`config.mk`:
```
export PLATFORM = sky130hd
export DESIGN_NAME = imem_loader
export DESIGN_NICKNAME = d
export VERILOG_FILES = /design/src/rtl/cpu24_pkg.sv /design/src/rtl/imem_loader_byte_packer.sv /design/src/rtl/imem_loader.sv
export SDC_FILE = /design/constraint.sdc
export NUM_CORES = 1
export LEC_CHECK = 0
export ABC_AREA = 0
export CAP_MARGIN = 20
export CORE_MARGIN = 4
export CORE_UTILIZATION = 53
export CTS_CLUSTER_SIZE = 28
export DETAILED_ROUTE_END_ITERATION = 10
export GPL_TIMING_DRIVEN = 0
export PLACE_DENSITY = 0.78
export SLEW_MARGIN = 20
export SYNTH_ARGS = -nofsm -noshare
export SYNTH_HDL_FRONTEND = slang
export SYNTH_SLANG_ARGS = --single-unit
```
`constraint.sdc`:
```
create_clock -name clk -period 2.78 [get_ports clk]
set_input_delay 0.278 -clock clk [delete_from_list [all_inputs] [get_ports clk]]
set_output_delay 0.278 -clock clk [all_outputs]
set_load 0.05 [all_outputs]
```
`src/rtl/cpu24_pkg.sv`:
```
// Shared definitions for the 24-bit CPU: instruction word geometry and
// the state encoding of the boot-time instruction memory loader.
package cpu24_pkg;

    localparam int INSTR_W     = 24;
    localparam int IMEM_ADDR_W = 8;
    localparam int IMEM_DEPTH  = 256;
    localparam int LDR_CNT_W   = 16;

    typedef enum logic [3:0] {
        LDR_IDLE   = 4'd0,
        LDR_HDR_HI = 4'd1,
        LDR_HDR_LO = 4'd2,
        LDR_B2     = 4'd3,
        LDR_B1     = 4'd4,
        LDR_B0     = 4'd5,
        LDR_WRITE  = 4'd6,
        LDR_DONE   = 4'd7,
        LDR_ERROR  = 4'd8
    } ldr_state_t;

    // Only the header and payload states take bytes from the stream.
    function automatic logic ldr_accepts(input ldr_state_t s);
        return (s == LDR_HDR_HI) || (s == LDR_HDR_LO) ||
               (s == LDR_B2) || (s == LDR_B1) || (s == LDR_B0);
    endfunction

endpackage

```
`src/rtl/imem_loader_byte_packer.sv`:
```
// Assembles three stream bytes, most significant first, into one
// instruction word; the byte index selects the lane of the next byte.
module byte_packer
    import cpu24_pkg::*;
(
    input  logic               clk,
    input  logic               rst_n,
    input  logic               i_clear,
    input  logic               i_push,
    input  logic [7:0]         i_byte,
    output logic [INSTR_W-1:0] o_word
);

    logic [INSTR_W-1:0] r_word;
    logic [1:0]         r_index;

    always_ff @(posedge clk or negedge rst_n) begin
        if (!rst_n) begin
            r_word  <= '0;
            r_index <= 2'd0;
        end else if (i_clear) begin
            r_index <= 2'd0;
        end else if (i_push) begin
            case (r_index)
                2'd0:    r_word[23:16] <= i_byte;
                2'd1:    r_word[15:8]  <= i_byte;
                default: r_word[7:0]   <= i_byte;
            endcase
            r_index <= (r_index == 2'd2) ? 2'd0 : r_index + 2'd1;
        end
    end

    assign o_word = r_word;

endmodule

```
`src/rtl/imem_loader.sv`:
```
// Boot-time loader: reads a word-count header and packed 24-bit words from
// a byte stream, writes them to instruction memory, and holds the CPU until done.
module imem_loader
    import cpu24_pkg::*;
#(
    parameter int DATA_W = INSTR_W,
    parameter int ADDR_W = IMEM_ADDR_W,
    parameter int DEPTH  = IMEM_DEPTH
) (
    input  logic              clk,
    input  logic              rst_n,
    input  logic              i_start,
    input  logic [7:0]        i_in_byte,
    input  logic              i_in_valid,
    output logic              o_in_ready,
    output logic              o_mem_we,
    output logic [ADDR_W-1:0] o_mem_addr,
    output logic [DATA_W-1:0] o_mem_data,
    output logic              o_cpu_hold,
    output logic              o_done,
    output logic              o_error
);

    ldr_state_t           r_state;
    ldr_state_t           w_next;
    logic [LDR_CNT_W-1:0] r_count;
    logic [LDR_CNT_W-1:0] r_n;
    logic [LDR_CNT_W-1:0] w_n_full;
    logic                 w_in_ready;
    logic                 w_xfer;
    logic                 w_start_load;
    logic                 w_hdr_hi_we;
    logic                 w_hdr_lo_we;
    logic                 w_pack;
    logic                 w_word_done;
    logic [INSTR_W-1:0]   w_word;

    assign w_in_ready = ldr_accepts(r_state);
    assign w_xfer     = i_in_valid && w_in_ready;
    assign w_n_full   = {r_n[15:8], i_in_byte};

    always_ff @(posedge clk or negedge rst_n) begin
        if (!rst_n) r_state <= LDR_IDLE;
        else        r_state <= w_next;
    end

    always_comb begin
        w_next       = r_state;
        w_start_load = 1'b0;
        w_hdr_hi_we  = 1'b0;
        w_hdr_lo_we  = 1'b0;
        w_pack       = 1'b0;
        w_word_done  = 1'b0;
        case (r_state)
            LDR_IDLE, LDR_DONE, LDR_ERROR: begin
                if (i_start) begin
                    w_next       = LDR_HDR_HI;
                    w_start_load = 1'b1;
                end
            end
            LDR_HDR_HI: begin
                if (w_xfer) begin
                    w_hdr_hi_we = 1'b1;
                    w_next      = LDR_HDR_LO;
                end
            end
            LDR_HDR_LO: begin
                if (w_xfer) begin
                    w_hdr_lo_we = 1'b1;
                    if (w_n_full == '0)                w_next = LDR_DONE;
                    else if (int'(w_n_full) > DEPTH)   w_next = LDR_ERROR;
                    else                               w_next = LDR_B2;
                end
            end
            LDR_B2: begin
                if (w_xfer) begin
                    w_pack = 1'b1;
                    w_next = LDR_B1;
                end
            end
            LDR_B1: begin
                if (w_xfer) begin
                    w_pack = 1'b1;
                    w_next = LDR_B0;
                end
            end
            LDR_B0: begin
                if (w_xfer) begin
                    w_pack = 1'b1;
                    w_next = LDR_WRITE;
                end
            end
            LDR_WRITE: begin
                w_word_done = 1'b1;
                w_next = ((r_count + 16'd1) == r_n) ? LDR_DONE : LDR_B2;
            end
            default: w_next = LDR_IDLE;
        endcase
    end

    // Word counter doubles as the write address; header is kept for the end test.
    always_ff @(posedge clk or negedge rst_n) begin
        if (!rst_n) begin
            r_count <= '0;
            r_n     <= '0;
        end else begin
            if (w_start_load) begin
                r_count <= '0;
                r_n     <= '0;
            end else if (w_word_done) begin
                r_count <= r_count + 16'd1;
            end
            if (w_hdr_hi_we) r_n[15:8] <= i_in_byte;
            if (w_hdr_lo_we) r_n[7:0]  <= i_in_byte;
        end
    end

    byte_packer u_packer (
        .clk     (clk),
        .rst_n   (rst_n),
        .i_clear (w_start_load),
        .i_push  (w_pack),
        .i_byte  (i_in_byte),
        .o_word  (w_word)
    );

    assign o_in_ready = w_in_ready;
    assign o_mem_we   = (r_state == LDR_WRITE);
    assign o_mem_addr = r_count[ADDR_W-1:0];
    assign o_mem_data = w_word;
    assign o_done     = (r_state == LDR_DONE);
    assign o_error    = (r_state == LDR_ERROR);
    assign o_cpu_hold = (r_state != LDR_DONE);

endmodule

```
==> out/metrics.yaml <==
fmax_mhz: 388
synth_edf_count: 0
ir_drop_uv: 879
grt_antenna_before_repair: 0
final_nets: 399
yosysTopAreaCell: "dfrtp_1"
critPathMaxStageDelay_ns: 0.86
final_cell_mix: "62 x dfrtp_1, 46 x clkdlybuf4s50_1, 24 x o21ai_0, 24 x mux2_2"
cts_root_buf: "clkbuf_8"
ys_ff_latch: 62
dr.pass1.iters: 5
dr_total_vias: 2801
synth_top_area_share_pct: 47.1
rows: 28
clk_latency_ns: 0.34
fin_ws_ns: 0.202
rsz0062_at_grt: "false"
synth.area.top_cells: "dfrtp_1 47%, mux2_2 8.2%, xnor2_1 4.8%, a22o_1 4.5%, o21ai_0 3.6%"
grt_overflow_total: 0
setup_viol: 0
drc: 0
hold_path_class: "primary input to asynchronous set/reset pin"
async_flop_share_pct: 100
die_h_um: 86.8
drive_above_1_share_pct: 16.4
fp.coreArea_um2: 5990
grt_pass1_wl_mm: 13.9
drt-total-wl_mm: 8.30
hpwl_mm: 5.81
initial_core_util_pct: 55.0
worstPathMaxFanout: 10
synth_area_um2: 3290
io_pins: 49
grt_pass1_vias: 2824
path_cells: "buf_2 -> buf_1 -> a211oi_1 -> clkdlybuf4s50_1"
gp_congestion: 0.869
startpoint_type: "flip-flop"
hold_viol: 0
cap_violations: 0
yosysWarnings: 0
post_drt_wl_per_cell_um: 17.8
area_delta_synth_final_pct: 24.6
power_density_nw_per_um2: 1090
yosysUniqueCellTypes: 49
drt_iter0_markers: 172
p_leak_nw: 1.76
synthFlopType: "dfrtp_1"
syn-num-nets: 339
timing.final.crit_share_pct: 92.7
clockBufferDepth: 2
syn-mean-instance-area_um2: 10.1
cts_sinks: 62
layout_commonest_cell: "dfrtp_1"
viasPerCell: 6.01
drt.antenna.violating_nets: 0
skew_ns: 0.00606
relSlewSlack_pct: 42.7
grtUsageTotal_pct: 23.9
power_w: 0.00446
final_max_slew_viol_count: 0
worstPathRequired_ns: 2.50
cts_tree: "done"
cp.arrival_ns: 2.30
syn_inst: 326
diodes: 0
cts_inserted_buffers: 9
die_area_um2: 7540
grt_start_max_net_pins: 33
yosysSeqAreaShare_pct: 47.1
status: "complete, no violations"
die_w_um: 86.8
worst_pin_slew_ns: 0.853
dp_slack_ns: 0.0362
post_dp_cell_area_um2: 3890
clk_pin_slew_ns: 0.08
endpoint_kind: "output port"
ctsHtreeMaxLevel: 3
crit_path_top_delay_cell: "clkdlybuf4s50_1"
port_buffers: 48
period_minus_slack_ns: 2.58
crit_type: "flip-flop to output port"
finalInstanceArea_um2: 4100
[layout make-up]
cell class | instances | area, µm²
repair buffers | 50 | 509
well taps | 75 | 93.8
multi-input cells | 232 | 1600
plain buffers | 22 | 118
clock buffers | 9 | 124
flip-flops and latches | 62 | 1550
fillers | 439 | 1890
clock inverters | 7 | 75.1
inverters | 9 | 33.8
[flip-flops by register name (all words and copies together), names as in the netlist]
register          cells
r_state               4
r_count              16
u_packer.r_index      2
r_n                  16
u_packer.o_word      24
[synth_stat cells (3+ instances only)]
master / instances
dfrtp_1: 62
mux2_2: 24
o21ai_0: 24
nand2_1: 21
nor2_1: 21
xnor2_1: 18
a22o_1: 17
a21oi_1: 12
nand3_1: 11
o31ai_1: 11
clkbuf_1: 10
inv_1: 9
buf_4: 8
nor3_1: 8
and3_1: 6
nor4_1: 6
nand2b_1: 5
a21o_1: 4
a31oi_1: 4
nand4_1: 4
buf_2: 3
nor2b_1: 3
o22ai_1: 3
or3_1: 3
xor2_1: 3
[path summary, 6_finish.rpt]
path,start,endpoint,slack (ns),depth (start not counted)
worst max-delay path,r_state[1],o_in_ready,0.20,4
worst min-delay path,rst_n,r_count[4],0.42,2
worst max register to register,r_count[2],r_state[2],0.38,7
worst min register to register,u_packer.o_word[5],u_packer.o_word[5],0.51,1
max in group asynchronous,rst_n,r_state[1],1.85,3
min in group clk,u_packer.o_word[5],u_packer.o_word[5],0.51,1
[timing repair]
action,4_1_cts,5_1_grt
gates resized for setup,3,0
hold endpoints to repair,31,0
hold buffers,1,0
endpoints found under the setup margin,1,1
buffers inserted,0,0
[report_power, final]
| part | internal (W) | switching (W) | leakage [nW] |
|---|---|---|---|
| clock | 0.000415 | 0.000377 | 0.0914 |
| combinational | 0.000853 | 0.00141 | 0.860 |
| sequential | 0.00118 | 0.000228 | 0.808 |
[stage by stage]
step,setup TNS [ns],util [%],hold slack [ns],instances
final,0,68.5,0.418,466
after global routing,0,68.5,0.460,466
after CTS,0,68.5,0.426,467
after detailed placement,0,65.0,0.238,450
after global placement,-32.96,64.6,0.489,449
after floorplan,0,-,-0.0176,326
[cell families (layout without fill, tap and decap cells)]
kind of cell | after synthesis | in the layout | share of synthesized area (%)
and+or+nand+nor | 102 | 102 | 16.8
AOI/OAI and AO/OA | 84 | 84 | 17.2
DFF | 62 | 62 | 47.1
buffers and inverters | 32 | 97 | 4.71
muxes | 24 | 24 | 8.21
xor gates and xnor gates | 21 | 21 | 5.59
adders and majority gates | 1 | 1 | 0.380
[worst max-delay path, delay by kind of cell (launching register included)]
family | cells | cell delay, ns
flip-flops | 1 | 0.37
AO/OA/AOI/OAI | 1 | 0.31
buffers and inverters | 3 | 1.28
[routing by layer]
layer / vias to the layer above / routed length, µm / GRT usage [%]
met4: 0 / 153 / 7.79
met3: 15 / 571 / 6.94
met1: 1372 / 3600 / 31.4
met5: - / 0 / 0
li1: 1307 / - / -
met2: 107 / 3970 / 38.1
Note: power is estimated with default switching activity, not from simulation.
